[config.mk]
export PLATFORM = sky130hd
export DESIGN_NAME = maq_h_param
export DESIGN_NICKNAME = d
export VERILOG_FILES = /design/src/rtl/maq_pkg.sv /design/src/rtl/maq_h_conv.sv /design/src/rtl/maq_h_param.sv
export SDC_FILE = /design/constraint.sdc
export NUM_CORES = 1
export LEC_CHECK = 0
export CAP_MARGIN = 5
export CORE_ASPECT_RATIO = 0.6
export CORE_UTILIZATION = 45
export DETAILED_ROUTE_END_ITERATION = 12
export PLACE_DENSITY_LB_ADDON = 0.15
export SYNTH_ARGS = -nofsm -noshare
export SYNTH_HDL_FRONTEND = slang
export SYNTH_SLANG_ARGS = --single-unit
[constraint.sdc]
create_clock -name maqhp_clock -period 3.5 [get_ports maqhp_clock]
set_input_delay 0.7 -clock maqhp_clock [delete_from_list [all_inputs] [get_ports maqhp_clock]]
set_output_delay 0.7 -clock maqhp_clock [all_outputs]
set_load 0.02 [all_outputs]
[src/rtl/maq_pkg.sv]
// Shared types and constants for the hour counter and its display converter.
package maq_pkg;

  typedef logic [3:0] bcd_t;

  localparam int BCD_MAX   = 9;
  localparam int H_NOON    = 12;
  localparam int H_DIA_MAX = 23;
  localparam int H_W       = 6;

  // Tens digit of a binary value in 0..39.
  function automatic logic [1:0] bcd_tens(input logic [H_W-1:0] v);
    logic [1:0] t;
    if (v >= 6'd30) begin
      t = 2'd3;
    end else if (v >= 6'd20) begin
      t = 2'd2;
    end else if (v >= 6'd10) begin
      t = 2'd1;
    end else begin
      t = 2'd0;
    end
    return t;
  endfunction

endpackage

[src/rtl/maq_h_conv.sv]
// Combinational binary hour -> BCD display converter with optional 12 h mapping and PM flag.
module maq_h_conv
  import maq_pkg::*;
#(
  parameter int MAX_H = 23,
  parameter int MSD_W = 2
) (
  input  logic [H_W-1:0]   hour_i,
  input  logic             modo12_i,
  output bcd_t             lsd_o,
  output logic [MSD_W-1:0] msd_o,
  output logic             pm_o
);

  logic [H_W-1:0] disp_s;
  logic [1:0]     tens_s;
  logic           pm_s;

  // 12 h mapping applies only to a day-length counter
  always_comb begin
    disp_s = hour_i;
    pm_s   = 1'b0;
    if (modo12_i && (MAX_H == H_DIA_MAX)) begin
      pm_s = (hour_i >= H_W'(H_NOON));
      if (hour_i == 6'd0) begin
        disp_s = H_W'(H_NOON);
      end else if (hour_i > H_W'(H_NOON)) begin
        disp_s = hour_i - H_W'(H_NOON);
      end else begin
        disp_s = hour_i;
      end
    end else begin
      disp_s = hour_i;
      pm_s   = 1'b0;
    end
  end

  assign tens_s = bcd_tens(disp_s);
  assign lsd_o  = 4'(disp_s - (H_W'(tens_s) * 6'd10));
  assign msd_o  = MSD_W'(tens_s);
  assign pm_o   = pm_s;

endmodule

[src/rtl/maq_h_param.sv]
// Parametrised hour counter with BCD display, 12/24 h mode, count-down, checked load and day carry.
// Optional alarm comparator enabled by defining MAQHP_ALARM_EN.
module maq_h_param
  import maq_pkg::*;
#(
  parameter int MAX_H = 23,
  parameter int MSD_W = 2
) (
  input  logic             maqhp_clock,
  input  logic             maqhp_reset,
  input  logic             maqhp_enable,
  input  logic             maqhp_incremento,
  input  logic             maqhp_decremento,
  input  logic             maqhp_modo12,
  input  logic             maqhp_load,
  input  logic [3:0]       maqhp_load_Lsd,
  input  logic [MSD_W-1:0] maqhp_load_Msd,
`ifdef MAQHP_ALARM_EN
  input  logic [3:0]       maqhp_alarm_Lsd,
  input  logic [MSD_W-1:0] maqhp_alarm_Msd,
  input  logic             maqhp_alarm_on,
`endif
  output logic [3:0]       maqhp_Lsd,
  output logic [MSD_W-1:0] maqhp_Msd,
  output logic             maqhp_pm,
  output logic             maqhp_carry,
  output logic             maqhp_erro,
  output logic             maqhp_alarme
);

  localparam logic [H_W-1:0] H_MAX = H_W'(MAX_H);

  logic [H_W-1:0] h_q, h_d;
  logic           carry_q, carry_d;
  logic           erro_q, erro_d;
  logic           alarme_q, alarme_d;
  logic [7:0]     load_val_s;
  logic           load_ok_s;

  assign load_val_s = (8'(maqhp_load_Msd) * 8'd10) + 8'(maqhp_load_Lsd);
  assign load_ok_s  = (maqhp_load_Lsd <= 4'(BCD_MAX)) && (load_val_s <= 8'(MAX_H));

  // Next hour and pulse generation, load first then the tick decode
  always_comb begin
    h_d     = h_q;
    carry_d = 1'b0;
    erro_d  = 1'b0;
    if (maqhp_load) begin
      if (load_ok_s) begin
        h_d = H_W'(load_val_s);
      end else begin
        erro_d = 1'b1;
      end
    end else if (maqhp_enable && maqhp_incremento && maqhp_decremento) begin
      h_d = h_q;
    end else if (maqhp_enable && maqhp_incremento) begin
      if (h_q == H_MAX) begin
        h_d     = 6'd0;
        carry_d = 1'b1;
      end else begin
        h_d = h_q + 6'd1;
      end
    end else if (maqhp_enable && maqhp_decremento) begin
      if (h_q == 6'd0) begin
        h_d = H_MAX;
      end else begin
        h_d = h_q - 6'd1;
      end
    end else begin
      h_d = h_q;
    end
  end

`ifdef MAQHP_ALARM_EN
  logic [7:0] alarm_val_s;
  logic       alarm_ok_s;
  logic       inc_tick_s;

  assign alarm_val_s = (8'(maqhp_alarm_Msd) * 8'd10) + 8'(maqhp_alarm_Lsd);
  assign alarm_ok_s  = (maqhp_alarm_Lsd <= 4'(BCD_MAX)) && (alarm_val_s <= 8'(MAX_H));
  assign inc_tick_s  = !maqhp_load && maqhp_enable && maqhp_incremento && !maqhp_decremento;
  assign alarme_d    = inc_tick_s && maqhp_alarm_on && alarm_ok_s && (8'(h_d) == alarm_val_s);
`else
  assign alarme_d    = 1'b0;
`endif

  // Hour register and one-cycle pulse registers
  always_ff @(posedge maqhp_clock or negedge maqhp_reset) begin
    if (!maqhp_reset) begin
      h_q      <= 6'd0;
      carry_q  <= 1'b0;
      erro_q   <= 1'b0;
      alarme_q <= 1'b0;
    end else begin
      h_q      <= h_d;
      carry_q  <= carry_d;
      erro_q   <= erro_d;
      alarme_q <= alarme_d;
    end
  end

  maq_h_conv #(
    .MAX_H (MAX_H),
    .MSD_W (MSD_W)
  ) u_conv (
    .hour_i   (h_q),
    .modo12_i (maqhp_modo12),
    .lsd_o    (maqhp_Lsd),
    .msd_o    (maqhp_Msd),
    .pm_o     (maqhp_pm)
  );

  assign maqhp_carry  = carry_q;
  assign maqhp_erro   = erro_q;
  assign maqhp_alarme = alarme_q;

endmodule

# Yosys cells after proc, flatten, opt, wreduce, memory -nomap -nowiden
# Cells that the tools add are included.
# W data, S select, Z words.
[totals]
elab_cells = 47
out_inout_bits = 10
reg_bits = 8
input_bits = 13
[classes]
mux = 20
magnitude_cmp = 7
n_reduce_logical = 7
n_eq_ne = 3
multipliers = 2
add_sub_neg = 5
[op_table]
columns = ["cell", "count"]
rows = [
  ["$mux W6", 10],
  ["$ge A6 B4 Y1 const B", 2],
  ["$ge A6 B5 Y1 const B", 2],
  ["$mux W1", 8],
  ["$add A6 B4 Y7", 1],
  ["$le A7 B5 Y1 const B", 1],
  ["$add A6 B1 Y6 const B", 1],
  ["$eq A6 B5 Y1 const B", 1],
  ["$gt A6 B4 Y1 const B", 1],
  ["$logic_not A6 Y1", 1],
  ["$sub A6 B1 Y6 const B", 1],
  ["$sub A6 B4 Y6 const B", 1],
  ["$mul A2 B3 Y5 const B", 1],
  ["$le A4 B4 Y1 const B", 1],
  ["$logic_and A1 B1 Y1", 4],
  ["$mux W2", 2],
  ["$sub A4 B4 Y4", 1],
  ["$mul A2 B3 Y3 const B", 1],
  ["$reduce_and A3 Y1", 1],
  ["$reduce_bool A3 Y1", 1],
  ["$ne A2 B1 Y1 const B", 1],
  ["$ne A2 B2 Y1 const B", 1],
]

# Depth between registers and ports, before layout
# Gate-level depths: netlist of run 1.
[logic_depth]
depth_word = 10
ltp_mapped = 13
ltp_nobuf = 12

# Hierarchy
# A second synthesis of run 1 with hierarchy kept.
[hier_totals]
cells_unflattened = 147
hier_area_um2 = 1226.2
[by_module_without_submodules]
columns = ["mod", "seq_area_each_um2", "cells_per_inst", "n_inst", "area_per_inst_um2"]
rows = [
  ["maq_h_param", 200.2, 92, 1, 810.8],
  ["maq_h_conv", 0.0, 55, 1, 415.4],
]

# Least setup slack after synthesis of run 1
# OpenSTA, ideal clock, no wires.
[synth_timing]
path_kind = "register -> output"
from = "reg h_q[1]"
to = "out maqhp_Lsd[3]"
path_slack_ps = -99
required_ps = 2800
t_arrival_ps = 2899
stages_incl_launch_ff = 14
n_path_buf = 1
cell_sequence = "dfrtp_1 -> buf_6 -> inv_1 -> ha_1 -> nor2b_4 -> o31ai_4 -> o311ai_0 -> o211a_1 -> o21bai_4 -> ha_1 -> inv_1 -> fa_1 -> xor2_1 -> xnor2_1"
[synth_between]
elab_chain_len = 10
elab_cells_between_ends = 14
cone_classes = "2 x add/sub; 1 x mul; 4 x order compare; 6 x mux; 1 x reduce/logical"
[synth_rtl]
columns = ["element", "line_no", "source"]
rows = [
  ["from (decl)", "maq_h_param.sv:33", "logic [H_W-1:0] h_q, h_d;"],
  ["from (signal assigned)", "maq_h_param.sv:90", "h_q <= 6'd0;"],
  ["from (signal assigned)", "maq_h_param.sv:95", "h_q <= h_d;"],
  ["$sub A6 B4 Y6 or $gt A6 B4 Y1 (tied branches)", "maq_h_conv.sv:28, maq_h_conv.sv:27", ""],
  ["$mux W6", "maq_h_conv.sv:27", "end else if (hour_i > H_W'(H_NOON)) begin"],
  ["$mux W6", "maq_h_conv.sv:25", "if (hour_i == 6'd0) begin"],
  ["$mux W6 *", "maq_h_conv.sv:23", "if (modo12_i && (MAX_H == H_DIA_MAX)) begin"],
  ["$ge A6 B4 Y1", "maq_pkg.sv:18", "end else if (v >= 6'd10) begin"],
  ["$mux W1", "maq_pkg.sv:18", ""],
  ["$mux W2", "maq_pkg.sv:16", "end else if (v >= 6'd20) begin"],
  ["$mux W2 *", "maq_pkg.sv:14", "if (v >= 6'd30) begin"],
  ["named net maqhp_Msd[0]", "maq_h_param.sv:24", "output logic [MSD_W-1:0] maqhp_Msd,"],
  ["$mul A2 B3 Y3 *", "maq_h_conv.sv:39", "assign lsd_o = 4'(disp_s - (H_W'(tens_s) * 6'd10));"],
  ["$sub A4 B4 Y4 *", "maq_h_conv.sv:39", ""],
  ["to (decl)", "maq_h_param.sv:23", "output logic [3:0] maqhp_Lsd,"],
]
# The timed path passes the listed nets; every way through them passes the cells marked *.

# Worst setup path after layout of run 1
[layout_timing]
from = "reg h_q[3]"
to = "out maqhp_Lsd[3]"
[layout_between]
elab_chain_len = 10
elab_cells_between_ends = 14
cone_classes = "2 x add/sub; 1 x mul; 4 x order compare; 6 x mux; 1 x reduce/logical"
[layout_rtl]
columns = ["element", "line_no"]
rows = [
  ["$sub A6 B4 Y6 or $gt A6 B4 Y1 (tied branches)", "maq_h_conv.sv:28, maq_h_conv.sv:27"],
  ["$mux W6", "maq_h_conv.sv:27"],
  ["$mux W6", "maq_h_conv.sv:25"],
  ["$mux W6 *", "maq_h_conv.sv:23"],
  ["$ge A6 B4 Y1", "maq_pkg.sv:18"],
  ["$mux W1", "maq_pkg.sv:18"],
  ["$mux W2", "maq_pkg.sv:16"],
  ["$mux W2", "maq_pkg.sv:14"],
  ["$mul A2 B3 Y3", "maq_h_conv.sv:39"],
  ["$sub A4 B4 Y4 *", "maq_h_conv.sv:39"],
]
# Every way passes the cells marked *; elsewhere a longest branch is shown, timed or not.

==> results of run 1 <==
cell type report:
cell class                      count  area share [%]
Multi-Input combinational cell    118            56.2
Clock buffer                        3            2.38
Tap cell                           32            2.30
Inverter                           12            2.59
Timing Repair Buffer               51            25.1
Sequential cell                     8            11.5
how the worst max path moves through the flow:
stage | from | end | depth (start not counted)
after floorplan | h_q[0]$_DFFE_PN0P_ | maqhp_Lsd[3] | 12
after detailed placement | maqhp_modo12 | maqhp_Lsd[3] | 12
after global routing | h_q[3]$_DFFE_PN0P_ | maqhp_Lsd[3] | 12
after global placement | maqhp_modo12 | maqhp_Lsd[3] | 12
after CTS | h_q[3]$_DFFE_PN0P_ | maqhp_Lsd[3] | 13
final | h_q[3]$_DFFE_PN0P_ | maqhp_Lsd[3] | 13
metal layers:
layer | share of wire [%] | wire [µm] | up-vias
met1 | 54 | 1890 | 596
met3 | 5.0 | 175 | 0
met5 | 0 | 0 | -
met4 | 0 | 0 | 0
met2 | 41 | 1410 | 38
li1 | - | - | 623
report_power, final:
part           total [mW]  internal, mW  switching, mW
Combinational        1.05         0.514          0.540
Sequential          0.132         0.114         0.0188
Clock               0.109        0.0744         0.0351
cells in the mapped netlist, drive strengths merged, types with 2 or more instances:
cell type / number
o221ai: 2
and2: 3
a21oi: 11
fa: 2
a31oi: 2
nand2b: 3
nand3: 4
o311ai: 3
o22ai: 4
a41oi: 2
xor2: 4
o31ai: 4
dfrtp: 8
and3: 2
nand2: 16
nor3: 4
xnor2: 5
inv: 12
ha: 11
o211ai: 2
buf: 5
nor2: 5
nor2b: 4
mux2: 2
o21ai: 7
timing repair:
action | 4_1_cts | 5_1_grt
pin swaps | 9 | 4
buffers inserted | 3 | 0
resized for setup | 21 | 4
endpoints found under the setup margin | 5 | 4
flip-flops by register name, summed over array words and instances (netlist names):
name         flops
h_q              6
maqhp_carry      1
maqhp_erro       1
critical path, stage by stage, from the launching register on:
cell and delay [ns]:
dfrtp_1 0.38, ha_2 0.21, buf_6 0.13, nand2b_4 0.14
mux2_4 0.23, a41oi_2 0.10, o211ai_2 0.20, o21bai_4 0.16
ha_2 0.19, inv_2 0.04, fa_2 0.34, xor2_2 0.16
xnor2_2 0.13, buf_4 0.15
kinds of logic after synthesis:
family / after synthesis / synth area share [%]
DFF: 8 / 16.6
and+or+nand+nor: 46 / 20.3
AOI/OAI and AO/OA: 46 / 30.2
other: 1 / 0.311
buffers and inverters: 18 / 8.39
xor gates and xnor gates: 9 / 6.53
adders and majority gates: 13 / 14.7
muxes: 3 / 3.00
stage by stage:
stage | hold WS (ns) | util (%) | cells | total power, mW
after floorplan | 0.404 | - | 144 | 0.760
after CTS | 0.656 | 68.3 | 224 | 1.28
after detailed placement | 0.644 | 64.6 | 218 | 1.15
final | 0.661 | 68.9 | 224 | 1.30
after global placement | 0.642 | 64.6 | 218 | 1.12
after global routing | 0.690 | 68.9 | 224 | 1.38
==> out/qor.txt, run 1 <==
Outcome: finished, final reports clean
Register area: 200 µm²
Initial Util: 47.9%
Area occupied by multi-input gates: 976 µm²
Total Routed Length: 3470 µm
Vert. Die Dim: 42.1 µm
GR met1 Demand/Resource: 43.5%
H-Tree Depth: 1
Drt wl/cell: 15.5 µm
IO buf count: 21
Area share of the largest cell type after synthesis: 16.6%
Initial antenna violation count: 0
Clk Latency, worst-skew pair: 0.23 ns
Hold Path Depth: 3
TritonRoute pass-1 iters: 4
Core ar.: 2520 µm²
FF-to-FF End: h_q[3]$_DFFE_PN0P_
Syn. warnings: 0
Distinct cells, synth: 53
Vias in the first global route: 1,171
Number of synthesized register bits: 8
Synth Flop Type: dfrtp_1
FF-to-FF setup slack: 1.33 ns
Nets: 220
Gr busiest metal: met1
Synthesized net count: 170
Global-route wire length before repair: 5640 µm
CP required: 2.80 ns
Period utilization: 99.7%
# setup viols final: 0
Total die area: 2900 µm²
# IOs: 23
Total track usage: 26.5%
Clock tree buffer depth: 2
Synth Instances: 144
Fillcell total: 223
Avg Cell Area, Syn: 8.38 µm²
PwrDens: 746 nW/µm²
Register area share after synthesis: 16.6%
Pleak: 0.783 nW
Max capacitance violation total: 0
Hold wc startpoint: h_q[0]$_DFFE_PN0P_
CP Capture Type: output pin
GPL Wtd Cong: 0.921
Fmax: 287 MHz
ANT cells: 0
DR DRC count: 0
CP arrival: 2.79 ns
Most common cell after layout, fill and taps aside: buf_4
R2R cell count: 11
Crit path kind: flip-flop to output pin
Final Skew: 0.00128 ns
Leading cell types in the layout, fill and taps excluded: 30 x buf_4, 17 x clkdlybuf4s50_1, 16 x nand2_1
Area grow syn2layout: 43.9%
CP Launch Type: flip-flop
Initial DRC Count: 71
Site row count: 14
CTS Sinks: 8
Final WS setup: 0.00961 ns
Maximum vdd drop: 0.000426 V
Die width: 68.9 µm
RSZ-0062 raised after global routing: true
Vias: 1,257
Worst Path Max Fanout: 4
Synth area leaders: dfrtp_1 17%, ha_1 11%, nand2_1 5.0%, a21oi_1 4.6%, buf_6 3.7%
CTS Hold Bufs: 0
DP HPWL: 2760 µm
Largest area contributor in the netlist: dfrtp_1
Pin count of the biggest net entering global routing: 11
M2 GR Usage: 36.1%
Post-synth ARST share: 100%
R2R Path Start: h_q[3]$_DFFE_PN0P_
Root Buffer: clkbuf_8
Post-route cell area: 1740 µm²
Hold Path Sink: h_q[0]$_DFFE_PN0P_
Hold Vio Cnt, Final: 0
Post-synth EDFFs: 0
Synthesized area: 1210 µm²
Layout cells sized above 1: 32.3%
Antenna viol nets, final: 0
TritonCTS clock tree: built
Via density: 5.61
Grt ovf: 0
Setup_tns: 0 ns
Post-DP Area: 1630 µm²
Worst Hold Class: flip-flop to flip-flop
Met3 usage: 4.08%
CTS Buf Count: 3
Dpl ws: -0.916 ns
Fin crit period: 3.49 ns
CTS clock-pin slew for the worst setup and hold paths: 0.04 ns
Max Slew Vio Count: 0
No activity file was read; power rests on OpenSTA's default activity.
==> inputs of run 2 (changes only) <==
Settings changed: CORE_UTILIZATION 45 to 47, MAX_ROUTING_LAYER set to met4.
==> out/qor.txt, run 2 (synthesized netlist as in run 1, its figures left out) <==
Leading cell types in the layout, fill and taps excluded: 31 x buf_4, 17 x clkdlybuf4s50_1, 16 x nand2_1
Crit path kind: flip-flop to output pin
Max Slew Vio Count: 0
CP Capture Type: output pin
CP Launch Type: flip-flop
Dpl ws: -0.862 ns
Layout cells sized above 1: 33.2%
Outcome: finished, final reports clean
Clock tree buffer depth: 2
Die width: 67.4 µm
Fin crit period: 3.49 ns
TritonCTS clock tree: built
Worst Hold Class: flip-flop to flip-flop
WL met1: 1760 µm
Total die area: 2780 µm²
# setup viols final: 0
Switching power: 0.611 mW
Routed length on met2: 1560 µm
Via density: 5.76
P_int: 0.729 mW
Global-route wire length before repair: 5570 µm
Highest Signal Layer: met3
TritonRoute pass-1 iters: 4
CTS clock-pin slew for the worst setup and hold paths: 0.04 ns
Clk Latency, worst-skew pair: 0.23 ns
Tightest Pin Transition: 0.514 ns
Vias: 1,284
Initial antenna violation count: 0
Finished Layout Cells: 223
Initial DRC Count: 55
Pleak: 0.787 nW
Area grow syn2layout: 44.9%
RSZ-0062 raised after global routing: true
DP HPWL: 2840 µm
CTS Sinks: 8
PwrDens: 766 nW/µm²
Pin count of the biggest net entering global routing: 11
Final WS setup: 0.00739 ns
Final Skew: 0.00201 ns
Final Core Density: 76.3%
Fmax: 286 MHz
DR DRC count: 0
GPL Wtd Cong: 0.946
DR WL met3: 280 µm
Root Buffer: clkbuf_8
Switching share of total power: 45.6%
Max capacitance violation total: 0
Gate power share: 81.9%
Nets: 221
Site row count: 13
Grt ovf: 0
Total track usage: 29.4%
H-Tree Depth: 1
CP required: 2.80 ns
Most common cell after layout, fill and taps aside: buf_4
Clock share of power: 8.1%
IO buf count: 21
Cell total after placement: 216
Worst Path Max Fanout: 5
Biggest register: h_q
Vert. Die Dim: 41.3 µm
Core ar.: 2290 µm²
Initial Util: 52.6%
Slew Limit Headroom: 65.4%
Antenna viol nets, final: 0
Power, Total: 1.34 mW
Period utilization: 99.8%
Drt wl/cell: 16.1 µm
CTS Buf Count: 3
Max reg flops: 6
Total Routed Length: 3600 µm
# IOs: 23
Hold Vio Cnt, Final: 0
ANT cells: 0
CP arrival: 2.79 ns
Vias in the first global route: 1,166
Maximum vdd drop: 0.000395 V
Reg power frac: 10.0%
Fillcell total: 173
==> run 2: changes by cell type in the layout (fill, tap and decap cells not counted), sizes merged <==
cell,previous run,this run
buf,32,34
clkdlybuf4s15,1,0
==> run 2: path summary, 6_finish.rpt <==
check,from,end,slack (ns),cells after the start
hold / removal,h_q[0]$_DFFE_PN0P_,h_q[0]$_DFFE_PN0P_,0.68,3
max in group asynchronous,maqhp_reset,h_q[5]$_DFFE_PN0P_,2.49,1
min in group asynchronous,maqhp_reset,maqhp_carry$_DFF_PN0_,0.75,1
setup / recovery,h_q[3]$_DFFE_PN0P_,maqhp_Lsd[3],0.007,12
hold reg to reg,h_q[0]$_DFFE_PN0P_,h_q[0]$_DFFE_PN0P_,0.68,3
setup reg to reg,h_q[3]$_DFFE_PN0P_,h_q[3]$_DFFE_PN0P_,1.36,11
==> run 2: final cells by class <==
type                       count  area [µm²]  share of cell area (%)
timing repair buffer          52         437                    25.0
inverter                      12        45.0                    2.58
multi-input combinational    118         988                    56.5
sequential                     8         200                    11.4
tap                           30        37.5                    2.15
clock buffer                   3        41.3                    2.36
==> run 2: timing repair <==
item	CTS	global route
buffers inserted	4	0
resized for setup	19	10
setup endpoints to repair	5	4
pin swaps	10	7
hold buffers	0	0
==> run 2: power groups by stage <==
stage / Sequential, mW / Combinational, mW / Clock, mW
global placement: 0.134 / 0.992 / 0
global route: 0.136 / 1.18 / 0.116
detailed placement: 0.135 / 1.02 / 0
finish: 0.133 / 1.10 / 0.109
CTS: 0.133 / 1.05 / 0.112
floorplan: 0.140 / 0.620 / 0
==> run 2: through the flow <==
| step | hold WS, ns | area, µm² | TNS (ns) |
|---|---|---|---|
| floorplan | 0.404 | 1230 | 0 |
| global placement | 0.643 | 1630 | -1.73 |
| detailed placement | 0.643 | 1630 | -1.91 |
| CTS | 0.656 | 1720 | 0 |
| global route | 0.713 | 1750 | -0.0883 |
| finish | 0.679 | 1750 | 0 |
==> run 2: worst max-delay path: stages (launching register included) <==
cell	delay, ns
dfrtp_1	0.39
ha_2	0.20
nor2b_4	0.13
o31ai_4	0.34
o311ai_1	0.17
o211a_1	0.16
o21bai_4	0.16
ha_4	0.15
inv_2	0.03
fa_2	0.34
xor2_2	0.20
xnor2_2	0.12
buf_4	0.15
==> run 2: per-layer routing <==
metal / vias up / global-route usage (%)
met5: - / -
li1: 629 / -
met4: 0 / 3.19
met1: 595 / 41.9
met2: 60 / 43.5
met3: 0 / 5.83
==> inputs of run 3 (changes only) <==
Settings changed: CORE_UTILIZATION 47 to 40, SYNTH_HIERARCHICAL set to 1.
Clock period 3.5 ns to 3.76 ns, I/O delays scaled along.
==> out/qor.txt, run 3 <==
H-Tree Depth: 1
Initial antenna violation count: 0
CP required: 3.01 ns
Final WS setup: -0.0691 ns
Global-route wire length before repair: 5760 µm
Max Slew Vio Count: 0
Clk Latency, worst-skew pair: 0.23 ns
Initial DRC Count: 68
Most common cell after layout, fill and taps aside: buf_4
Synthesized net count: 171
Setup_tns: -0.0691 ns
Cell total after placement: 234
TritonRoute pass-1 iters: 8
Root Buffer: clkbuf_8
IO buf count: 21
Synth area leaders: dfrtp_1 16%, ha_1 9.2%, a21oi_1 4.5%, inv_1 4.3%, fa_1 3.3%
Vias in the first global route: 1,146
CTS Hold Bufs: 0
Grt ovf: 0
R2R cell count: 9
Max capacitance violation total: 0
Via density: 5.45
Number of synthesized register bits: 8
Total track usage: 24.1%
Area share of the largest cell type after synthesis: 16.3%
Post-synth ARST share: 100%
Failing checks: DRC, setup timing
Worst Hold Class: flip-flop to flip-flop
CP Capture Type: output pin
Max reg flops: 6
Post-synth EDFFs: 0
RSZ-0062 raised after global routing: true
Vias: 1,309
Die width: 73.5 µm
Finished Layout Cells: 240
DR DRC count: 2
Slew Limit Headroom: 59.7%
Total die area: 3300 µm²
# IOs: 23
Initial Util: 42.4%
Hold Path Depth: 3
Largest area contributor in the netlist: dfrtp_1
Vert. Die Dim: 44.9 µm
Drt wl/cell: 14.8 µm
Syn. warnings: 6
FF-to-FF setup slack: 1.52 ns
CP Launch Type: flip-flop
TritonCTS clock tree: built
Synth top cells by count: 14 x inv_1, 11 x a21oi_1, 10 x nand2_1
Worst Path Max Fanout: 4
Synthesized area: 1230 µm²
# setup viols final: 1
Final Skew: 0.00390 ns
Final Core Density: 62.3%
Most instantiated library cell after synthesis: inv_1
Synth Instances: 147
CTS Sinks: 8
Total Routed Length: 3560 µm
R2R Path Start: h_q[1]$_DFFE_PN0P_
Fin crit period: 3.83 ns
PwrDens: 798 nW/µm²
Maximum vdd drop: 0.000410 V
Site row count: 15
Hold Path Sink: h_q[5]$_DFFE_PN0P_
Pleak: 0.767 nW
Antenna viol nets, final: 0
Core ar.: 2890 µm²
ANT cells: 0
Layout cells sized above 1: 33.8%
CTS clock-pin slew for the worst setup and hold paths: 0.04 ns
Fmax: 261 MHz
DP HPWL: 2820 µm
Distinct cells, synth: 62
Biggest register: h_q
Hold Vio Cnt, Final: 0
Pin count of the biggest net entering global routing: 14
Hold wc startpoint: h_q[5]$_DFFE_PN0P_
Clock tree buffer depth: 2
CTS Buf Count: 3
Area grow syn2layout: 46.8%
Leading cell types in the layout, fill and taps excluded: 32 x buf_4, 18 x clkdlybuf4s50_1, 13 x inv_1
Nets: 223
Tightest Pin Transition: 0.590 ns
GPL Wtd Cong: 0.901
Synth Flop Type: dfrtp_1
Avg Cell Area, Syn: 8.34 µm²
Period utilization: 102%
Register area share after synthesis: 16.3%
Crit path kind: flip-flop to output pin
FF-to-FF End: h_q[2]$_DFFE_PN0P_
Outcome: finished with violations
CP arrival: 3.08 ns
run 3: changes by cell type in the layout (fill, tap and decap cells not counted), sizes merged, moves of 4 or more:
cell   previous run  this run
nor3b             0         4
nor2              5         9
nand2            16        10
o31ai             4         0
run 3: power by group:
group,switching [mW],leakage (nW),internal (mW)
Clock,0.0365,0.0228,0.0737
Sequential,0.0308,0.0957,0.114
Combinational,0.586,0.648,0.596
Total,0.654,0.767,0.784
run 3: kinds of logic (layout without fill, tap and decap cells):
group / after synthesis / count (layout) / synth area share [%]
AO/OA/AOI/OAI: 48 / 48 / 30.6
XOR/XNOR: 5 / 5 / 4.18
adder cells (fa/ha/maj): 11 / 11 / 12.4
buffers and inverters: 20 / 71 / 7.25
flip-flops: 8 / 8 / 16.3
multiplexers: 4 / 4 / 4.08
other: 1 / 1 / 0.306
AND/OR/NAND/NOR: 50 / 50 / 24.8
run 3: stage by stage:
step           power, mW  instance area, µm²  setup slack [ns]  hold slack [ns]
6_report            1.44                1800           -0.0691            0.759
5_1_grt             1.54                1800            -0.196            0.785
4_1_cts             1.39                1770           -0.0897            0.736
3_5_place_dp        1.28                1710            -0.749            0.728
3_3_place_gp        1.26                1710            -0.673            0.713
2_1_floorplan      0.820                1260           -0.0211            0.456
run 3: timing repair:
item                       in CTS  in global routing
setup buffers                   0                  2
pin swaps                       3                  7
resized for setup              11                  9
setup endpoints to repair       3                  3
run 3: worst max-delay path by stage:
stage	to	startpoint	cells after the start	slack, ns
2_1_floorplan	maqhp_Lsd[3]	h_q[2]$_DFFE_PN0P_	12	-0.02
3_3_place_gp	maqhp_Lsd[3]	maqhp_modo12	11	-0.67
3_5_place_dp	maqhp_Lsd[3]	maqhp_modo12	11	-0.75
4_1_cts	maqhp_Lsd[3]	h_q[2]$_DFFE_PN0P_	13	-0.09
5_1_grt	maqhp_Lsd[3]	h_q[3]$_DFFE_PN0P_	13	-0.20
6_report	maqhp_Lsd[3]	h_q[2]$_DFFE_PN0P_	12	-0.07
run 3: worst max-delay path: stages, from the launching register on:
cell and delay (ns):
dfrtp_2 0.45, ha_4 0.19, o21a_4 0.12, or4_4 0.49
o221a_4 0.15, o211ai_1 0.25, ha_2 0.21, inv_1 0.05
fa_2 0.41, nor2_1 0.10, nor4b_4 0.24, a211oi_4 0.05
buf_6 0.14
run 3: final cells by class:
cell class / instances / area, µm²
Clock buffer: 4 / 45.0
Inverter: 14 / 52.6
Tap cell: 42 / 52.6
Fill cell: 273 / 1090
Timing Repair Buffer: 53 / 442
Sequential cell: 8 / 203
Multi-Input combinational cell: 119 / 1010
run 3: per-layer routing:
metal  vias up  track usage, %  share of wire, %
met3         3            3.57               8.4
met4         0            5.77              0.62
li1        652               -                 -
met2        54            30.6                38
met1       600            38.3                53
met5         -               -                 0
